[config.mk]
export PLATFORM = sky130hd
export DESIGN_NAME = f1_light_monitor
export DESIGN_NICKNAME = d
export VERILOG_FILES = /design/src/rtl/f1_light_monitor.sv
export SDC_FILE = /design/constraint.sdc
export NUM_CORES = 1
export LEC_CHECK = 0
export ABC_AREA = 1
export CAP_MARGIN = 20
export CORE_ASPECT_RATIO = 1.4
export CORE_UTILIZATION = 55
export CTS_CLUSTER_SIZE = 16
export DETAILED_ROUTE_END_ITERATION = 8
export PLACE_DENSITY = 0.8
export RECOVER_POWER = 50
export SLEW_MARGIN = 10
export SYNTH_ARGS = -nofsm -noshare
export SYNTH_HDL_FRONTEND = slang
export SYNTH_SLANG_ARGS = --single-unit
[constraint.sdc]
create_clock -name clk -period 2.2 [get_ports clk]
set_clock_uncertainty 0.2 [all_clocks]
set_input_delay 0.44 -clock clk [delete_from_list [all_inputs] [get_ports clk]]
set_output_delay 0.44 -clock clk [all_outputs]
set_load 0.005 [all_outputs]
[src/rtl/f1_light_monitor.sv]
// f1_light_monitor
//   Consumer end of the F1 start-light bus. Follows the thermometer light
//   pattern from the sequence FSM, checks that it steps legally
//   (00 -> 01 -> 03 -> ... -> all-on -> 00), and measures reaction time from
//   lights-out to the trigger press, counted in 'tick' strobes.
//
// Ports
//   clk           clock
//   rst           asynchronous active-high reset
//   lights_in     [WIDTH-1:0] light pattern, synchronous to clk
//   tick          one-cycle time-base strobe
//   trigger       driver button level; its rising edge is used
//   lights_level  [3:0] lit-light count of the last legal pattern
//   busy          high while the monitor is not idle
//   react_time    [CNT_W-1:0] last measured reaction time (held)
//   time_valid    one-cycle pulse when react_time updates
//   false_start   sticky early-press flag, cleared when a new sequence arms
//   pattern_err   one-cycle pulse on an illegal pattern or illegal step
module f1_light_monitor #(
  parameter int unsigned WIDTH = 8,
  parameter int unsigned CNT_W = 16
) (
  input  logic             clk,
  input  logic             rst,
  input  logic [WIDTH-1:0] lights_in,
  input  logic             tick,
  input  logic             trigger,
  output logic [3:0]       lights_level,
  output logic             busy,
  output logic [CNT_W-1:0] react_time,
  output logic             time_valid,
  output logic             false_start,
  output logic             pattern_err
);

  localparam logic [1:0] IDLE   = 2'd0;
  localparam logic [1:0] ARMING = 2'd1;
  localparam logic [1:0] ALL_ON = 2'd2;
  localparam logic [1:0] TIMING = 2'd3;

  localparam logic [3:0] FULL = 4'(WIDTH);

  logic [1:0]       state, state_n;
  logic             trig_q;
  logic             trig_edge;
  logic [CNT_W-1:0] cnt, cnt_n, cnt_inc;
  logic [WIDTH:0]   lights_ext;
  logic             legal;
  logic [3:0]       lvl;
  logic             step_ok;
  logic             all_off, all_on;
  logic             set_fs, clr_fs, err, valid;

  assign trig_edge  = trigger & ~trig_q;
  assign lights_ext = {1'b0, lights_in};
  // A thermometer code x has no set bit above its lowest clear bit,
  // so x & (x+1) is zero exactly for the legal patterns.
  assign legal      = ((lights_ext & (lights_ext + 1'b1)) == '0);
  assign all_off    = (lights_in == '0);
  assign all_on     = (lights_in == '1);

  always_comb begin
    lvl = '0;
    for (int unsigned i = 0; i < WIDTH; i++) begin
      lvl = lvl + 4'(lights_in[i]);
    end
  end

  // Previous level is the registered one; a stable pattern is always legal.
  assign step_ok = (lvl == lights_level) || (lvl == lights_level + 4'd1) ||
                   (lvl == 4'd0);

  assign cnt_inc = (tick && (cnt != '1)) ? cnt + 1'b1 : cnt;

  always_comb begin
    state_n = state;
    cnt_n   = cnt;
    set_fs  = 1'b0;
    clr_fs  = 1'b0;
    err     = 1'b0;
    valid   = 1'b0;
    case (state)
      IDLE: begin
        if (!legal) begin
          err = 1'b1;
        end else if (lvl == 4'd1) begin
          state_n = ARMING;
          clr_fs  = 1'b1;
        end
      end
      ARMING: begin
        if (trig_edge) begin
          set_fs  = 1'b1;
          state_n = IDLE;
        end else if (!legal || !step_ok) begin
          err     = 1'b1;
          state_n = IDLE;
        end else if (lvl == 4'd0) begin
          state_n = IDLE;
        end else if (lvl == FULL) begin
          state_n = ALL_ON;
        end
      end
      ALL_ON: begin
        if (trig_edge) begin
          set_fs  = 1'b1;
          state_n = IDLE;
        end else if (all_off) begin
          state_n = TIMING;
          cnt_n   = '0;
        end else if (!all_on) begin
          err     = 1'b1;
          state_n = IDLE;
        end
      end
      default: begin // TIMING
        if (trig_edge) begin
          valid   = 1'b1;
          state_n = IDLE;
        end else if (!all_off) begin
          err     = 1'b1;
          state_n = IDLE;
        end else begin
          cnt_n = cnt_inc;
        end
      end
    endcase
  end

  always_ff @(posedge clk or posedge rst) begin
    if (rst) begin
      state        <= IDLE;
      cnt          <= '0;
      trig_q       <= 1'b1;
      lights_level <= '0;
      busy         <= 1'b0;
      react_time   <= '0;
      time_valid   <= 1'b0;
      false_start  <= 1'b0;
      pattern_err  <= 1'b0;
    end else begin
      state       <= state_n;
      cnt         <= cnt_n;
      trig_q      <= trigger;
      busy        <= (state_n != IDLE);
      time_valid  <= valid;
      pattern_err <= err;
      if (legal) begin
        lights_level <= lvl;
      end
      if (valid) begin
        react_time <= cnt_inc;
      end
      if (set_fs) begin
        false_start <= 1'b1;
      end else if (clr_fs) begin
        false_start <= 1'b0;
      end
    end
  end

endmodule

==> results.txt <==
----------------------------------------------------
[Outcome]
  Status ... finished with violations
  Failing checks ... setup timing

[Detailed routing]
  Vias ... 2604
  Violation count after the first detailed-route iteration ... 98
  Routed len/inst ... 13.5 um
  Number of iterations in the first detailed-routing pass ... 6
  ANT nets after route ... 0
  Vias per inst ... 5.40
  Aggregate routed wire length ... 6520 um
  Residual DRC count ... 0

[GRT]
  All-layer global routing usage ... 26.8%
  Remaining global-route overflow ... 0
  Antenna violations before repair ... 0
  Via count of the first global-routing pass ... 2619
  Global-route wire length before repair ... 10400 um
  Largest net degree at the start of global routing ... 29

[Clock network]
  Number of clock sinks ... 43
  Clock Pin Slew Worst Setup and Hold Paths ... 90 ps
  Clock root cell ... clkbuf_8
  Source-to-sink clock delay at the later pin of the worst-skew pair ... 300 ps
  CTS Hold Buffers Added ... 0
  Depth of the CTS H-tree ... 2
  Buffer depth of the longest clock path ... 2
  TritonCTS clock tree ... done
  Inserted Clock Buffers ... 5

[Placement]
  Post-place instance area ... 3350 um^2
  Final Wtd Congestion ... 0.955
  Number of port buffers ... 35
  Post-DP HPWL ... 5000 um

[Pwr]
  Static leakage ... 1.89 nW
  Power per unit of standard cell area ... 713 nW/um^2
  Worst IR drop on VDD ... 0.562 mV

[Synth]
  Net count of the mapped netlist ... 379
  Proportion of synthesized chip area in sequential cells ... 39.4%
  Most frequent cell after synthesis ... nand2_1
  Ys flop type ... dfrtp_1
  Number of distinct library cells after synthesis ... 34
  Synthesized area per cell ... 7.79 um^2
  Dominant cells by area after synthesis ... dfrtp_1 38%, nand2_1 14%, inv_1 7.3%
  Largest area contributor in the netlist ... dfrtp_1
  Number of synthesized register bits ... 43
  Proportion of netlist area held by the largest area contributor ... 38.4%
  Number of enable-type register cells in the synthesized netlist ... 0
  Number of warning messages in the yosys log ... 0
  Post-synthesis cell count ... 351
  Combined area of all synthesized cells ... 2740 um^2
  Commonest cells post-synth ... 101 x nand2_1, 53 x inv_1, 42 x dfrtp_1
  Asr flop ratio synth ... 100%

[Cells and area]
  Filler Cells Inserted ... 382
  Multi-input gate area in the final layout ... 1480 um^2
  Final Cell Area ... 3550 um^2
  Register cell area after layout ... 1080 um^2
  Number of diodes ... 0
  Layout overhead on the synthesized area ... 29.7%
  Nets@finish ... 445
  Fraction of final layout cells sized beyond drive strength 1 ... 21.5%

[Setup path]
  Arrival time at the worst endpoint ... 3720 ps
  Largest stage delay on the critical path ... 530 ps
  Worst path buffer plus inverter count ... 5
  Worst reg-to-reg path cell count ... 10
  Cells along the critical path ... buf_8 -> fa_1 -> inv_1 -> fa_1 -> fa_1 -> inv_2 -> ha_4 -> fa_2 -> nor3_2 -> nand2_1 -> o21ai_0 -> inv_1 -> nand4_1 -> nand2_1 -> nand2_1 -> nand2_2 -> a21oi_2 -> inv_1
  Largest fanout on the critical path ... 6
  Critical path data required time ... 2200 ps
  Cell depth of the worst setup path ... 18
  Startpoint types ... primary input
  Worst Setup End Kind ... flop
  Cell family with most CP delay ... adder cells
  Critical setup path kind ... in -> reg
  Crit-path slowest cell ... fa_1

[Die]
  Row Count ... 30
  Core area ... 4800 um^2
  Initial core utilization ... 56.9%
  Number of placed I/O pins ... 36
  Die Area ... 5260 um^2
  Height of the die ... 85.4 um
  Overall die width ... 61.6 um

[Timing]
  Number of setup violations in the final report ... 9
  Clock period minus worst slack ... 3720 ps
  Final setup slack of the worst path ... -1520 ps
  Max Fclk ... 269 MHz
  Worst-case headroom to the max-slew limit ... 28.5%
  Transition time at the pin with the least slew margin ... 1070 ps
  Total count of max-transition violations in the final report ... 0
  RSZ-0062 raised after global routing ... true
  Final Hold Vio Count ... 0
  Share of the cycle needed by the critical path after routing ... 169%
  Tightest hold margin ... 236 ps

[Flow run]
  Maximum Capacitance Violations ... 0

[Worst hold path]
  Type of the most critical hold path ... in -> async

----------------------------------------------------
-- layout by cell type, fill, tap and decap left out, drive strengths merged --
cell type      instances
o2111ai                1
clkbuf                 7
inv                   61
o21ai                 29
a21o                   2
nor4                   3
nand2                106
clkdlybuf4s50         27
ha                    12
or2                    1
o22ai                  9
nand3                 22
nand4                  9
dfrtp                 42
xor2                  13
dlygate4sd3            5
fa                     4
dfstp                  1
nor3                   9
o31ai                  2
a21oi                  4
buf                   30
clkinv                 2
bufinv                 1
nor2                  16
-- state kept, by name, indices dropped and copies added (netlist names) --
register      count
cnt              16
react_time       16
lights_level      4
state             2
busy              1
false_start       1
pattern_err       1
time_valid        1
trig_q            1
-- area by class of cell --
type                    count  share of cell area [%]
multi-input cells         242                    41.8
flip-flops and latches     43                    30.4
repair buffers             64                    15.9
inverters                  61                    6.53
well taps                  64                    2.26
clock buffers               5                    1.94
clock inverters             3                    1.23
-- power breakdown --
part           switching (mW)  internal (mW)  total (mW)
clock                   0.278          0.338       0.616
sequential             0.0785          0.861       0.940
combinational           0.526          0.445       0.972
total                   0.883           1.64        2.53
-- timing repair --
| action | CTS | global route |
|---|---|---|
| gates resized for setup | 24 | 11 |
| endpoints found under the setup margin | 24 | 20 |
| pin swaps | 15 | 16 |
| setup buffers | 1 | 3 |
-- kinds of logic after synthesis --
group           count (synthesis)  synth area share [%]
compound gates                 47                  10.5
xor+xnor                       13                  4.16
fa+ha+maj                      16                  8.42
buf+inv                        66                  9.56
flops                          43                  39.4
simple gates                  166                  28.0
-- per-layer routing --
metal,track usage [%],part of all wire [%],vias up
met1,22.8,35,1249
met4,16.8,4.4,0
met2,52.5,58,69
li1,-,-,1256
met5,0,0,-
met3,4.12,2.3,30
-- per-stage QoR --
step | power (mW) | TNS (ps) | util, % | worst slack [ps] | cells
after detailed placement | 1.85 | -21310 | 69.7 | -2250 | 470
after global routing | 2.68 | -10840 | 73.8 | -1670 | 482
after global placement | 1.82 | -19740 | 69.7 | -2160 | 470
final | 2.53 | -9830 | 73.8 | -1520 | 482
after floorplan | 1.52 | -10360 | - | -1600 | 351
after CTS | 2.50 | -10210 | 72.6 | -1580 | 479
-- worst register-to-register path, delay by kind of cell (launching register included) --
kind | cells | cell delay, ps
fa+ha+maj | 1 | 200
flops | 1 | 410
xor+xnor | 1 | 220
buf+inv | 1 | 40
simple gates | 6 | 870
compound gates | 1 | 70
-- worst paths after layout --
path	endpoint	slack [ps]	startpoint
min	lights_level[2]	240	rst
max in group asynchronous	react_time[1]	380	rst
min in group clk	react_time[13]	290	react_time[13]
min reg2reg	react_time[13]	290	react_time[13]
max	state[1]	-1520	lights_in[3]
max reg2reg	react_time[9]	60	cnt[0]
Note: power is estimated with default switching activity, not from simulation.
